==> config.mk <==
export PLATFORM = sky130hd
export DESIGN_NAME = instr_encode_and_pack
export DESIGN_NICKNAME = d
export VERILOG_FILES = /design/src/rtl/instr_encode_and_pack.sv
export SDC_FILE = /design/constraint.sdc
export NUM_CORES = 1
export LEC_CHECK = 0
export BUFFER_PORTS_ARGS = -buffer_cell sky130_fd_sc_hd__buf_4
export CAP_MARGIN = 20
export CORE_AREA = 2 2 119 121
export DETAILED_ROUTE_END_ITERATION = 7
export DIE_AREA = 0 0 121 123
export GPL_TIMING_DRIVEN = 0
export PLACE_DENSITY = 0.8
export SETUP_SLACK_MARGIN = 0.02
export SLEW_MARGIN = 25
export SYNTH_ARGS = -nofsm -noshare
export SYNTH_HDL_FRONTEND = slang
export SYNTH_SLANG_ARGS = --single-unit
==> constraint.sdc <==
create_clock -name i_clk -period 2.8 [get_ports i_clk]
set_input_delay 0.56 -clock i_clk [delete_from_list [all_inputs] [get_ports i_clk]]
set_output_delay 0.56 -clock i_clk [all_outputs]
set_load 0.01 [all_outputs]
==> src/rtl/instr_encode_and_pack.sv <==
// RV32I instruction encoder: decoded fields in, packed 32-bit words out, each
// stamped with a word-aligned write address. Two-stage valid/ready pipeline.
module instr_encode_and_pack #(
    parameter int                    INST_SIZE  = 32,
    parameter int                    DATA_SIZE  = 32,
    parameter logic [DATA_SIZE-1:0]  RESET_ADDR = '0
) (
    input  logic                 i_clk,
    input  logic                 i_rst_n,
    input  logic                 i_valid,
    output logic                 o_ready,
    input  logic [6:0]           i_opcode,
    input  logic [4:0]           i_rd,
    input  logic [4:0]           i_rs1,
    input  logic [4:0]           i_rs2,
    input  logic [2:0]           i_funct3,
    input  logic [6:0]           i_funct7,
    input  logic [DATA_SIZE-1:0] i_immediate,
    input  logic                 i_addr_load,
    input  logic [DATA_SIZE-1:0] i_addr_base,
    input  logic                 i_err_clr,
    output logic                 o_valid,
    input  logic                 i_ready,
    output logic [INST_SIZE-1:0] o_instr,
    output logic [DATA_SIZE-1:0] o_addr,
    output logic                 o_err,
    output logic                 o_err_sticky
);

    typedef enum logic [6:0] {
        OP_LOADS    = 7'b0000011,
        OP_ALC_I    = 7'b0010011,
        OP_AUIPC    = 7'b0010111,
        OP_STORES   = 7'b0100011,
        OP_ALC_R    = 7'b0110011,
        OP_LUI      = 7'b0110111,
        OP_BRANCHES = 7'b1100011,
        OP_JALR     = 7'b1100111,
        OP_JAL      = 7'b1101111
    } t_opcode;

    localparam logic [INST_SIZE-1:0] NOP = INST_SIZE'(32'h0000_0013);

    logic                 s1_valid_reg;
    logic [6:0]           s1_opcode_reg;
    logic [4:0]           s1_rd_reg;
    logic [4:0]           s1_rs1_reg;
    logic [4:0]           s1_rs2_reg;
    logic [2:0]           s1_funct3_reg;
    logic [6:0]           s1_funct7_reg;
    logic [DATA_SIZE-1:0] s1_imm_reg;
    logic [DATA_SIZE-1:0] addr_cnt_reg;

    logic                 s2_adv;
    logic                 s1_xfer;
    logic                 fit_i;
    logic                 fit_b;
    logic                 fit_j;
    logic                 fit_u;
    logic [INST_SIZE-1:0] enc_instr_next;
    logic                 enc_err_next;

    assign s2_adv  = !o_valid || i_ready;
    assign o_ready = !s1_valid_reg || s2_adv;
    assign s1_xfer = s1_valid_reg && s2_adv;

    // A value fits a signed field when every bit above the field's sign bit
    // equals that sign bit.
    assign fit_i = (&s1_imm_reg[31:11]) || !(|s1_imm_reg[31:11]);
    assign fit_b = ((&s1_imm_reg[31:12]) || !(|s1_imm_reg[31:12])) && !s1_imm_reg[0];
    assign fit_j = ((&s1_imm_reg[31:20]) || !(|s1_imm_reg[31:20])) && !s1_imm_reg[0];
    assign fit_u = !(|s1_imm_reg[11:0]);

    always_comb begin
        enc_instr_next = '0;
        enc_err_next   = 1'b0;
        case (s1_opcode_reg)
            OP_LOADS, OP_ALC_I, OP_JALR: begin
                enc_instr_next = {s1_imm_reg[11:0], s1_rs1_reg, s1_funct3_reg,
                                  s1_rd_reg, s1_opcode_reg};
                enc_err_next   = !fit_i;
            end
            OP_ALC_R: begin
                enc_instr_next = {s1_funct7_reg, s1_rs2_reg, s1_rs1_reg,
                                  s1_funct3_reg, s1_rd_reg, s1_opcode_reg};
            end
            OP_STORES: begin
                enc_instr_next = {s1_imm_reg[11:5], s1_rs2_reg, s1_rs1_reg,
                                  s1_funct3_reg, s1_imm_reg[4:0], s1_opcode_reg};
                enc_err_next   = !fit_i;
            end
            OP_BRANCHES: begin
                enc_instr_next = {s1_imm_reg[12], s1_imm_reg[10:5], s1_rs2_reg,
                                  s1_rs1_reg, s1_funct3_reg, s1_imm_reg[4:1],
                                  s1_imm_reg[11], s1_opcode_reg};
                enc_err_next   = !fit_b;
            end
            OP_LUI, OP_AUIPC: begin
                enc_instr_next = {s1_imm_reg[31:12], s1_rd_reg, s1_opcode_reg};
                enc_err_next   = !fit_u;
            end
            OP_JAL: begin
                enc_instr_next = {s1_imm_reg[20], s1_imm_reg[10:1], s1_imm_reg[11],
                                  s1_imm_reg[19:12], s1_rd_reg, s1_opcode_reg};
                enc_err_next   = !fit_j;
            end
            default: enc_err_next = 1'b1;
        endcase
        if (enc_err_next) begin
            enc_instr_next = NOP;
        end
    end

    always_ff @(posedge i_clk or negedge i_rst_n) begin
        if (!i_rst_n) begin
            s1_valid_reg  <= 1'b0;
            s1_opcode_reg <= '0;
            s1_rd_reg     <= '0;
            s1_rs1_reg    <= '0;
            s1_rs2_reg    <= '0;
            s1_funct3_reg <= '0;
            s1_funct7_reg <= '0;
            s1_imm_reg    <= '0;
            addr_cnt_reg  <= RESET_ADDR;
            o_valid       <= 1'b0;
            o_instr       <= '0;
            o_addr        <= '0;
            o_err         <= 1'b0;
            o_err_sticky  <= 1'b0;
        end else begin
            if (o_ready) begin
                s1_valid_reg <= i_valid;
                if (i_valid) begin
                    s1_opcode_reg <= i_opcode;
                    s1_rd_reg     <= i_rd;
                    s1_rs1_reg    <= i_rs1;
                    s1_rs2_reg    <= i_rs2;
                    s1_funct3_reg <= i_funct3;
                    s1_funct7_reg <= i_funct7;
                    s1_imm_reg    <= i_immediate;
                end
            end
            if (s2_adv) begin
                o_valid <= s1_valid_reg;
                if (s1_valid_reg) begin
                    o_instr <= enc_instr_next;
                    o_addr  <= addr_cnt_reg;
                    o_err   <= enc_err_next;
                end
            end
            // A load overrides the increment; the transferring word already took the old value.
            if (i_addr_load) begin
                addr_cnt_reg <= {i_addr_base[DATA_SIZE-1:2], 2'b00};
            end else if (s1_xfer) begin
                addr_cnt_reg <= addr_cnt_reg + DATA_SIZE'(4);
            end
            if (s1_xfer && enc_err_next) begin
                o_err_sticky <= 1'b1;
            end else if (i_err_clr) begin
                o_err_sticky <= 1'b0;
            end
        end
    end

endmodule
Word level (Yosys, flattened, before mapping)
Index checks and enable logic that the tools add are counted.

word-level totals
  register bits = 164
  output and inout bits = 68
  input bits = 102

operators by class
  equal/unequal tests = 9
  mux-type cells = 7
  reduce and logical (&&, ||, !) cells = 32
  $add $sub $neg = 1

operators by type and width
  cell                     number
  $pmux W32 S6             1
  $mux W32                 3
  $add A32 B3 Y32 const B  1
  $reduce_or A12 Y1        2
  $eq A7 B6 Y1 const B     3
  $eq A7 B7 Y1 const B     3
  $reduce_and A21 Y1       1
  $reduce_or A21 Y1        1
  $reduce_and A20 Y1       1
  $reduce_or A20 Y1        1
  $eq A7 B5 Y1 const B     2
  $reduce_and A12 Y1       1
  $logic_not A1 Y1         9
  $eq A7 B2 Y1 const B     1
  $logic_or A1 B1 Y1       5
  $pmux W1 S5              1
  $logic_and A1 B1 Y1      4
  $reduce_and A2 Y1        2
  $reduce_bool A2 Y1       2
  $reduce_or A4 Y1         1
  $reduce_or A3 Y1         1
  $mux W1                  2
  $reduce_or A2 Y1         1

Depth between registers and ports, before layout
Gate-level depths: netlist of the first run.

  depth in word-level cells = 8
  gate-level depth with buffers = 9
  mapped depth without buffers = 6

Worst setup path before layout of the first run
Ideal clock, no wire load.

  path type = reg2reg
  start = register s1_imm_reg[25]
  end = register o_instr[4]
  period minus slack after synthesis = 2081 ps
  cell stages (with the launch flop) = 9
  arrival = 1939 ps
  slack = 719 ps
  path through = dfrtp_1 -> or4_4 -> nor4_2 -> nor3_1 -> nor4_1 -> and3_1 -> buf_6 -> buf_8 -> a31oi_1

between the ends
  longest elaborated chain between the ends = 7

ends and longest elaborated chain
  element                                                 RTL line  text
  start, declared                                         51        logic [DATA_SIZE-1:0] s1_imm_reg;
  start signal, assigned                                  140       s1_imm_reg <= i_immediate;
  $reduce_or A20 Y1 or $reduce_or A12 Y1 (tied branches)  70, 71
  $logic_not A1 Y1 (on tied branches)                     70, 71
  $logic_or A1 B1 Y1 (on tied branches)                   70, 71
  $logic_and A1 B1 Y1 (on tied branches)                  70, 71
  $logic_not A1 Y1 (on tied branches)                     96, 105
  $pmux W1 S5 (*)                                         77        case (s1_opcode_reg)
  $mux W32 (*)                                            109       if (enc_err_next) begin
  end signal, assigned                                    146       o_instr <= enc_instr_next;
  end, declared                                           24        output logic [INST_SIZE-1:0] o_instr,

Every way passes the cells marked *; elsewhere a longest branch is shown, timed or not.
A chain may end at the register's enable or synchronous reset.

Worst setup path in the final report of the first run
  start = register s1_imm_reg[20]
  end = register o_err

between the ends
  longest elaborated chain between the ends = 6

ends and longest elaborated chain
  element                                                 RTL line  text
  $reduce_or A20 Y1 or $reduce_or A12 Y1 (tied branches)  70, 71
  $logic_not A1 Y1 (on tied branches)                     70, 71
  $logic_or A1 B1 Y1 (on tied branches)                   70, 71
  $logic_and A1 B1 Y1 (on tied branches)                  70, 71
  $logic_not A1 Y1 (on tied branches)                     96, 105
  $pmux W1 S5 (*)                                         77
  end signal, assigned                                    148       o_err <= enc_err_next;
  end, declared                                           26        output logic o_err,

Marked as above.

==> results of run 1 <==
==> through the flow <==
stage	power, mW	cell area, um^2
after global placement	3.80	8700
after floorplan	3.34	7240
after CTS	6.49	9400
after global routing	6.73	9400
final	6.45	9400
after detailed placement	3.86	8730
==> final timing paths <==
| path | endpoint | from | slack, ns |
|---|---|---|---|
| setup reg to reg | o_err$_DFFE_PN0P_ | s1_imm_reg[20]$_DFFE_PN0P_ | 0.36 |
| max in group asynchronous | s1_funct3_reg[0]$_DFFE_PN0P_ | i_rst_n | 1.89 |
| min in group i_clk | o_err_sticky$_DFFE_PN0P_ | i_err_clr | 0.33 |
| hold / removal | o_addr[31]$_DFFE_PN0P_ | i_rst_n | 0.09 |
| setup / recovery | o_err$_DFFE_PN0P_ | s1_imm_reg[20]$_DFFE_PN0P_ | 0.36 |
| hold reg to reg | o_addr[22]$_DFFE_PN0P_ | o_addr[22]$_DFFE_PN0P_ | 0.48 |
==> synthesized netlist by cell type (all sizes together), types with 6 or more instances <==
cell,number,area share
nor2,38,0.020
clkbuf,31,0.016
nand3,10,0.0069
a21oi,8,0.0055
mux2,66,0.10
dfrtp,160,0.55
a222oi,6,0.0083
nand4,16,0.014
a22oi,18,0.019
o21ai,35,0.024
nor4,11,0.011
and3,8,0.0069
nor3,10,0.0069
buf,13,0.014
xor2,14,0.017
nand2,136,0.071
inv,10,0.0052
a22o,28,0.034
xnor2,14,0.017
==> routing by layer <==
metal	up-vias	global-route usage
li1	2750	-
met1	2920	0.336
met2	299	0.471
met3	34	0.0549
met4	0	0.0988
met5	-	0
==> worst max-delay path, stage by stage, from the launching register on <==
cell and delay, ns:
dfrtp_1 0.42, or4_1 0.58, nor4_2 0.29, nor3_1 0.10, nor4_1 0.32, and3_1 0.22, buf_6 0.14, buf_8 0.14
o21ai_0 0.09
==> layout make-up <==
type	count	area [um^2]
clock inverter	10	206
clock buffer	21	460
sequential	160	4000
inverter	10	37.5
multi-input combinational	465	2980
fill	1035	4210
tap	180	225
buffer	44	216
timing repair buffer	165	1270
==> power groups by stage <==
stage	clock [mW]	combinational, mW	sequential, mW
final	2.63	1.00	2.83
after floorplan	0	0.516	2.82
after CTS	2.66	1.01	2.82
after detailed placement	0	0.999	2.86
after global routing	2.78	1.10	2.86
after global placement	0	0.967	2.84
==> cell families after synthesis <==
group	Yosys count	synth area share
compound gates	112	0.109
xor+xnor	28	0.0339
fa+ha+maj	1	0.00173
buf+inv	54	0.0351
flops	160	0.553
mux	68	0.105
other cells	1	0.000518
simple gates	254	0.161
==> impl_metrics.py, run 1 <==
metrics = {
    "clock_tree": {
        "ctsResizeCount": 0,
        "clk_latency_ns": 0.43,
        "cts.sinks": 160,
        "cts_buffers": 17,
        "postCtsSetupBuffers": 0,
        "cts_tree": "built",
        "cts_hold_buf": 0,
        "cts_buffer_depth": 2,
        "root_buffer": "clkbuf_16",
        "path_clk_slew_ns": 0.06,
        "htree_levels": 4,
    },
    "die": {
        "initial_utilization": 0.532,
        "die-area_mm2": 0.0149,
        "ios": 170,
        "fp.dieH_um": 123,
        "rows": 43,
        "die_w_um": 121,
        "core_region_area_mm2": 0.0136,
    },
    "sta": {
        "rsz0062_at_grt": "no",
        "tightest_slew_ns": 0.643,
        "slew_viol_final": 0,
        "clock_skew_ns": 0.00700,
        "fin_setup_tns_ns": 0,
        "fin_crit_sh": 0.873,
        "setup_viol_count_final": 0,
        "slew_headroom": 0.571,
        "clock.fmax_ghz": 0.409,
        "hold_viol": 0,
        "hold_ws_ns": 0.0857,
        "layout_min_cycle_time_ns": 2.44,
        "post-route-worst-setup-slack_ns": 0.356,
    },
    "detailed_routing": {
        "wl_um": 19300,
        "wl_met3_um": 1400,
        "top_layer_used": "met4",
        "m1WireLength_um": 7620,
        "drt-initial-drc-count": 533,
        "viasPerCell": 5.69,
        "ant_nets": 0,
        "first_pass_iters": 6,
        "wl_per_cell_um": 18.3,
        "drc": 0,
        "wl_met2_um": 9960,
        "via_count": 6003,
    },
    "global_routing": {
        "grt_pass1_wl_um": 30800,
        "grt_usage": 0.271,
        "grt-ovfl-total": 0,
        "grt_start_max_net_pins": 95,
        "grt_pass1_vias": 6001,
        "grt_antenna_before_repair": 0,
    },
    "power_and_ir_drop": {
        "irDropWorstVdd_v": 0.000444,
        "p_switching_mw": 1.67,
        "p_per_area_mw_per_mm2": 687,
        "pwr-share-comb": 0.155,
        "pwr-share-clk": 0.407,
        "p_seq_frac": 0.438,
        "p_leak_nw": 4.31,
        "intPower_mw": 4.79,
        "sw_frac_of_total": 0.258,
    },
    "placed_design": {
        "dp_hpwl_um": 14600,
        "gp_congestion": 0.916,
        "dp_slack_ns": 0.124,
        "place_inst": 1024,
        "port_buffers": 164,
    },
    "run_status": {
        "status": "finished, final reports clean",
    },
    "final_layout": {
        "mostFrequentLayoutCells": "buf_4, dfrtp_1, nand2_1",
        "stdcell_count": 1055,
        "areaGrowthSynthToFinish_pct": 29.9,
        "antenna_cells": 0,
        "post-route-util": 0.690,
        "finalNetCount": 966,
        "final_common_cell": "buf_4",
        "drive_above_1_share": 0.312,
    },
    "logic_synthesis": {
        "netlist_area_mm2": 0.00724,
        "ys_types": 52,
        "seq_area_frac_synth": 0.553,
        "synthCells": 678,
        "synth_seq_cells": 160,
        "synth_ff_type": "dfrtp_1",
        "synthArstFlopShare": 1.00,
        "synth_warnings": 0,
        "avgSynthCellArea_um2": 10.7,
        "synth_edf_count": 0,
    },
    "worst_setup_path": {
        "worstSetupEndpointType": "flop",
        "worstSetupPathType": "reg2reg",
        "cp.arrival_ns": 2.73,
        "cp_max_fo": 10,
        "rr_worst_depth": 8,
        "cp-start-kind": "flop",
        "cp_data_required_time_ns": 3.08,
    },
    "flow_run": {
        "cap_violations": 0,
    },
    "min_path": {
        "hold_path_class": "in2async",
    },
}
(Power assumes the default switching activity.)
==> inputs of run 2 (changes only) <==
BUFFER_PORTS_ARGS = unset   (was -buffer_cell sky130_fd_sc_hd__buf_4)
CORE_AREA = 2 2 166 87   (was 2 2 119 121)
DIE_AREA = 0 0 168 89   (was 0 0 121 123)
DONT_BUFFER_PORTS = 1   (was unset)
PLACE_DENSITY = 0.7   (was 0.8)
==> impl_metrics.py, run 2 (synthesized netlist as in run 1, its figures left out) <==
metrics = {
    "run_status": {
        "status": "finished with violations",
        "failed_checks": "hold timing",
    },
    "die": {
        "fp.dieH_um": 89,
        "initial_utilization": 0.543,
        "die-area_mm2": 0.0150,
        "rows": 30,
        "core_region_area_mm2": 0.0133,
        "die_w_um": 168,
        "ios": 170,
    },
    "min_path": {
        "hold_path_class": "in2async",
    },
    "worst_setup_path": {
        "cpMaxStageDelayCell": "a222oi_1",
        "cp_max_fo": 10,
        "crit_chain": "and3b_1, clkbuf_1, and3_1, clkbuf_1, a222oi_1, nor2_1, a22o_1",
        "reg2reg_from": "s1_opcode_reg[3]$_DFFE_PN0P_",
        "cp-start-kind": "flop",
        "rrSetupSlack_ns": 0.27,
        "cp.arrival_ns": 2.83,
        "critPathLaunch": "s1_opcode_reg[3]$_DFFE_PN0P_",
        "crit_top_cell": "clkbuf_1",
        "worstSetupEndpointType": "flop",
        "cp_slowest_stage_delay_ns": 0.72,
        "cp_data_required_time_ns": 3.10,
        "worstSetupPathType": "reg2reg",
        "rr_worst_depth": 7,
        "r2r-end": "o_instr[28]$_DFFE_PN0P_",
    },
    "sta": {
        "hold_viol": 160,
        "clock.fmax_ghz": 0.395,
        "hold_ws_ns": -0.165,
        "fin_setup_tns_ns": 0,
        "setup_viol_count_final": 0,
        "tightest_slew_ns": 0.694,
        "slew_headroom": 0.537,
        "fin_crit_sh": 0.903,
        "layout_min_cycle_time_ns": 2.53,
        "post-route-worst-setup-slack_ns": 0.270,
        "rsz0062_at_grt": "no",
        "slew_viol_final": 0,
        "clock_skew_ns": 0.0108,
    },
    "placed_design": {
        "dp_hpwl_um": 13300,
        "gp_congestion": 0.923,
        "port_buffers": 0,
        "dp_slack_ns": 0.0357,
    },
    "flow_run": {
        "cap_violations": 0,
    },
    "power_and_ir_drop": {
        "intPower_mw": 4.26,
        "irDropWorstVdd_v": 0.000409,
        "p_leak_nw": 3.46,
        "p_seq_frac": 0.486,
        "p_per_area_mw_per_mm2": 733,
        "sw_frac_of_total": 0.280,
        "pwr-share-comb": 0.111,
        "p_switching_mw": 1.66,
        "pwr-share-clk": 0.402,
        "total_power_mw": 5.91,
    },
    "clock_tree": {
        "cts_tree": "built",
        "htree_levels": 4,
        "root_buffer": "clkbuf_16",
        "postCtsSetupBuffers": 0,
        "clk_latency_ns": 0.42,
        "path_clk_slew_ns": 0.07,
        "cts_buffers": 17,
        "cts_buffer_depth": 2,
        "cts.sinks": 160,
    },
    "detailed_routing": {
        "ant_nets": 0,
        "wl_per_cell_um": 21.0,
        "viasPerCell": 5.91,
        "drc": 0,
        "via_count": 5245,
        "drt-initial-drc-count": 542,
        "first_pass_iters": 6,
        "wl_um": 18600,
    },
    "global_routing": {
        "grt_antenna_before_repair": 0,
        "grt_usage": 0.254,
        "grt-ovfl-total": 0,
        "grt_pass1_wl_um": 29000,
        "grt_start_max_net_pins": 161,
        "grt_pass1_vias": 5336,
    },
    "final_layout": {
        "drive_above_1_share": 0.162,
        "areaGrowthSynthToFinish_pct": 11.5,
        "mostFrequentLayoutCells": "dfrtp_1, nand2_1, mux2_2",
        "post-route-util": 0.606,
        "final_common_cell": "dfrtp_1",
        "antenna_cells": 0,
        "fill_cells": 1121,
        "finalNetCount": 801,
    },
}
run 2: power by group through the flow:
stage	logic [mW]	registers [mW]	clock network (mW)
2_1_floorplan	0.516	2.82	0
3_3_place_gp	0.632	2.90	0
3_5_place_dp	0.649	2.91	0
4_1_cts	0.656	2.87	2.41
5_1_grt	0.732	2.91	2.51
6_report	0.657	2.88	2.38
run 2: worst max-delay path by stage:
stage               slack [ns]                        to
global route              0.12     o_addr[3]$_DFFE_PN0P_
floorplan                 0.72    o_instr[4]$_DFFE_PN0P_
finish                    0.27   o_instr[28]$_DFFE_PN0P_
CTS                       0.11  o_err_sticky$_DFFE_PN0P_
detailed placement        0.04  o_err_sticky$_DFFE_PN0P_
global placement          0.06  s1_rd_reg[4]$_DFFE_PN0P_
run 2: critical path, delay by kind of cell (launching register included):
kind / cells / cell delay, ns
DFF: 1 / 0.49
AOI/OAI and AO/OA: 2 / 0.93
and+or+nand+nor: 3 / 0.56
buffers and inverters: 2 / 0.43
run 2: final cells by class:
class	instances	area [um^2]	area share
plain buffers	44	220	0.0273
clock buffers	19	453	0.0561
clock inverters	13	150	0.0186
inverters	10	37.5	0.00465
multi-input cells	465	2980	0.370
flip-flops and latches	160	4000	0.496
well taps	176	220	0.0273
run 2: metal layers:
layer | global-route usage | part of all wire
met5 | 0 | 0
met4 | 0.0775 | 0.010
met3 | 0.0686 | 0.063
met2 | 0.433 | 0.48
met1 | 0.325 | 0.45
run 2: what timing repair did:
item                                    CTS  global route
endpoints found under the setup margin    0            56
gates resized for setup                   0             8
hold endpoints to repair                160           160
run 2: metrics by stage:
stage | instance area, um^2 | instances
6_report | 8070 | 887
4_1_cts | 8060 | 887
2_1_floorplan | 7240 | 679
5_1_grt | 8070 | 887
3_3_place_gp | 7460 | 855
3_5_place_dp | 7460 | 855
==> inputs of run 3 (changes only) <==
clock period = 2.5 ns   (was 2.8 ns; I/O delays follow)
==> impl_metrics.py, run 3 (synthesized netlist as in run 1, its figures left out) <==
metrics = {
    "global_routing": {
        "grt_start_max_net_pins": 161,
        "grt_usage": 0.254,
        "grt-ovfl-total": 0,
        "grt_antenna_before_repair": 0,
        "grt_pass1_vias": 5336,
        "grt_pass1_wl_um": 29000,
    },
    "placed_design": {
        "gp_congestion": 0.923,
        "dp_slack_ns": -0.204,
        "port_buffers": 0,
        "dp_hpwl_um": 13300,
    },
    "die": {
        "die_w_um": 168,
        "fp.dieH_um": 89,
        "ios": 170,
        "rows": 30,
        "core_region_area_mm2": 0.0133,
        "die-area_mm2": 0.0150,
        "initial_utilization": 0.543,
    },
    "worst_setup_path": {
        "rrSetupSlack_ns": 0.14,
        "cp_data_required_time_ns": 2.77,
        "worstSetupPathType": "reg2reg",
        "cp.arrival_ns": 2.63,
        "cp-start-kind": "flop",
        "reg2reg_from": "s1_imm_reg[25]$_DFFE_PN0P_",
        "worstSetupEndpointType": "flop",
        "crit_end": "o_instr[4]$_DFFE_PN0P_",
        "cp_max_fo": 10,
        "r2r-end": "o_instr[4]$_DFFE_PN0P_",
        "rr_worst_depth": 8,
        "critPathLaunch": "s1_imm_reg[25]$_DFFE_PN0P_",
    },
    "power_and_ir_drop": {
        "irDropWorstVdd_v": 0.000459,
        "total_power_mw": 6.63,
        "p_seq_frac": 0.486,
        "sw_frac_of_total": 0.280,
        "p_per_area_mw_per_mm2": 818,
        "pwr-share-clk": 0.401,
        "intPower_mw": 4.78,
        "p_leak_nw": 3.49,
        "p_switching_mw": 1.85,
        "pwr-share-comb": 0.112,
    },
    "final_layout": {
        "drive_above_1_share": 0.178,
        "areaGrowthSynthToFinish_pct": 11.9,
        "seqCellArea_mm2": 0.00401,
        "mostFrequentLayoutCells": "dfrtp_1, nand2_1, mux2_2",
        "antenna_cells": 0,
        "fill_cells": 1118,
        "final_common_cell": "dfrtp_1",
        "finalNetCount": 802,
        "multi_input_area_mm2": 0.00300,
    },
    "sta": {
        "setup_viol_count_final": 0,
        "clock.fmax_ghz": 0.424,
        "slew_viol_final": 0,
        "clock_skew_ns": 0.0101,
        "fin_crit_sh": 0.944,
        "hold_viol": 160,
        "slew_headroom": 0.553,
        "layout_min_cycle_time_ns": 2.36,
        "post-route-worst-setup-slack_ns": 0.140,
        "rsz0062_at_grt": "no",
        "tightest_slew_ns": 0.653,
        "hold_ws_ns": -0.221,
    },
    "clock_tree": {
        "cts_tree": "built",
        "cts.sinks": 160,
        "htree_levels": 4,
        "clk_latency_ns": 0.41,
        "path_clk_slew_ns": 0.07,
        "root_buffer": "clkbuf_16",
        "cts_buffer_depth": 2,
        "cts_buffers": 17,
    },
    "detailed_routing": {
        "drt-initial-drc-count": 540,
        "viasPerCell": 5.95,
        "wl_per_cell_um": 20.9,
        "ant_nets": 0,
        "drc": 0,
        "first_pass_iters": 7,
        "via_count": 5284,
        "wl_um": 18500,
    },
    "run_status": {
        "status": "finished with violations",
        "failed_checks": "hold timing",
    },
    "flow_run": {
        "cap_violations": 0,
    },
    "min_path": {
        "hold_path_class": "in2async",
    },
}
[run 3: changes by cell type in the layout (fill, tap and decap cells not counted), moves of 2 or more]
| cell | delta |
|---|---|
| clkbuf_2 | +5 |
| clkbuf_1 | -3 |
| buf_2 | +2 |
| buf_1 | -4 |
[run 3: worst max-delay path: stages (launching register included)]
cell,delay [ns]
dfrtp_1,0.42
or4_4,0.57
nor4_2,0.27
nor3_1,0.09
nor4_1,0.25
and3_1,0.24
buf_6,0.15
buf_8,0.14
a31oi_1,0.09
[run 3: cell type report]
| class | instances | area share |
|---|---|---|
| inverters | 10 | 0.00463 |
| multi-input cells | 465 | 0.370 |
| clock inverters | 13 | 0.0185 |
| flip-flops and latches | 160 | 0.495 |
| clock buffers | 19 | 0.0559 |
| well taps | 176 | 0.0272 |
| plain buffers | 44 | 0.0283 |
| repair buffers | 1 | 0.000927 |
[run 3: worst min path at each step]
stage	startpoint	end	slack (ns)	cells past startpoint
after floorplan	i_rst_n	addr_cnt_reg[10]$_DFFE_PN0N_	0.20	0
after global placement	i_rst_n	s1_imm_reg[4]$_DFFE_PN0P_	0.21	0
after detailed placement	i_rst_n	s1_imm_reg[1]$_DFFE_PN0P_	0.21	0
after CTS	i_rst_n	s1_funct7_reg[4]$_DFFE_PN0P_	-0.24	0
after global routing	i_rst_n	s1_imm_reg[8]$_DFFE_PN0P_	-0.24	0
final	i_rst_n	s1_imm_reg[1]$_DFFE_PN0P_	-0.22	0
[run 3: power by group through the flow]
stage / clock network, mW / logic [mW] / registers (mW)
floorplan: 0 / 0.578 / 3.16
global placement: 0 / 0.708 / 3.25
detailed placement: 0 / 0.727 / 3.26
CTS: 2.70 / 0.736 / 3.22
global route: 2.81 / 0.829 / 3.26
finish: 2.66 / 0.745 / 3.22
[run 3: what timing repair did]
item / 4_1_cts / 5_1_grt
gates cloned: 0 / 0
setup endpoints to repair: 105 / 93
endpoints found under the hold margin: 160 / 160
resized for setup: 5 / 15
buffers inserted: 0 / 1
pin swaps: 0 / 4
[run 3: metal layers]
layer  GRT usage  vias to the layer above  share of wire  wire [um]
met4      0.0775                        0         0.0090        167
li1            -                     2442              -          -
met5           0                        -              0          0
met1       0.326                     2636           0.45       8270
met3      0.0686                       20          0.065       1200
met2       0.433                      186           0.48       8890
[run 3: metrics by stage]
step                      setup TNS [ns]  instance area [um^2]  utilization  cells  hold WS [ns]
after floorplan                        0                  7240            -    679         0.204
after global placement             -6.89                  7460        0.560    855         0.208
after detailed placement          -10.24                  7460        0.560    855         0.207
after CTS                              0                  8070        0.606    887        -0.238
after global routing                   0                  8100        0.608    888        -0.244
final                                  0                  8100        0.608    888        -0.221
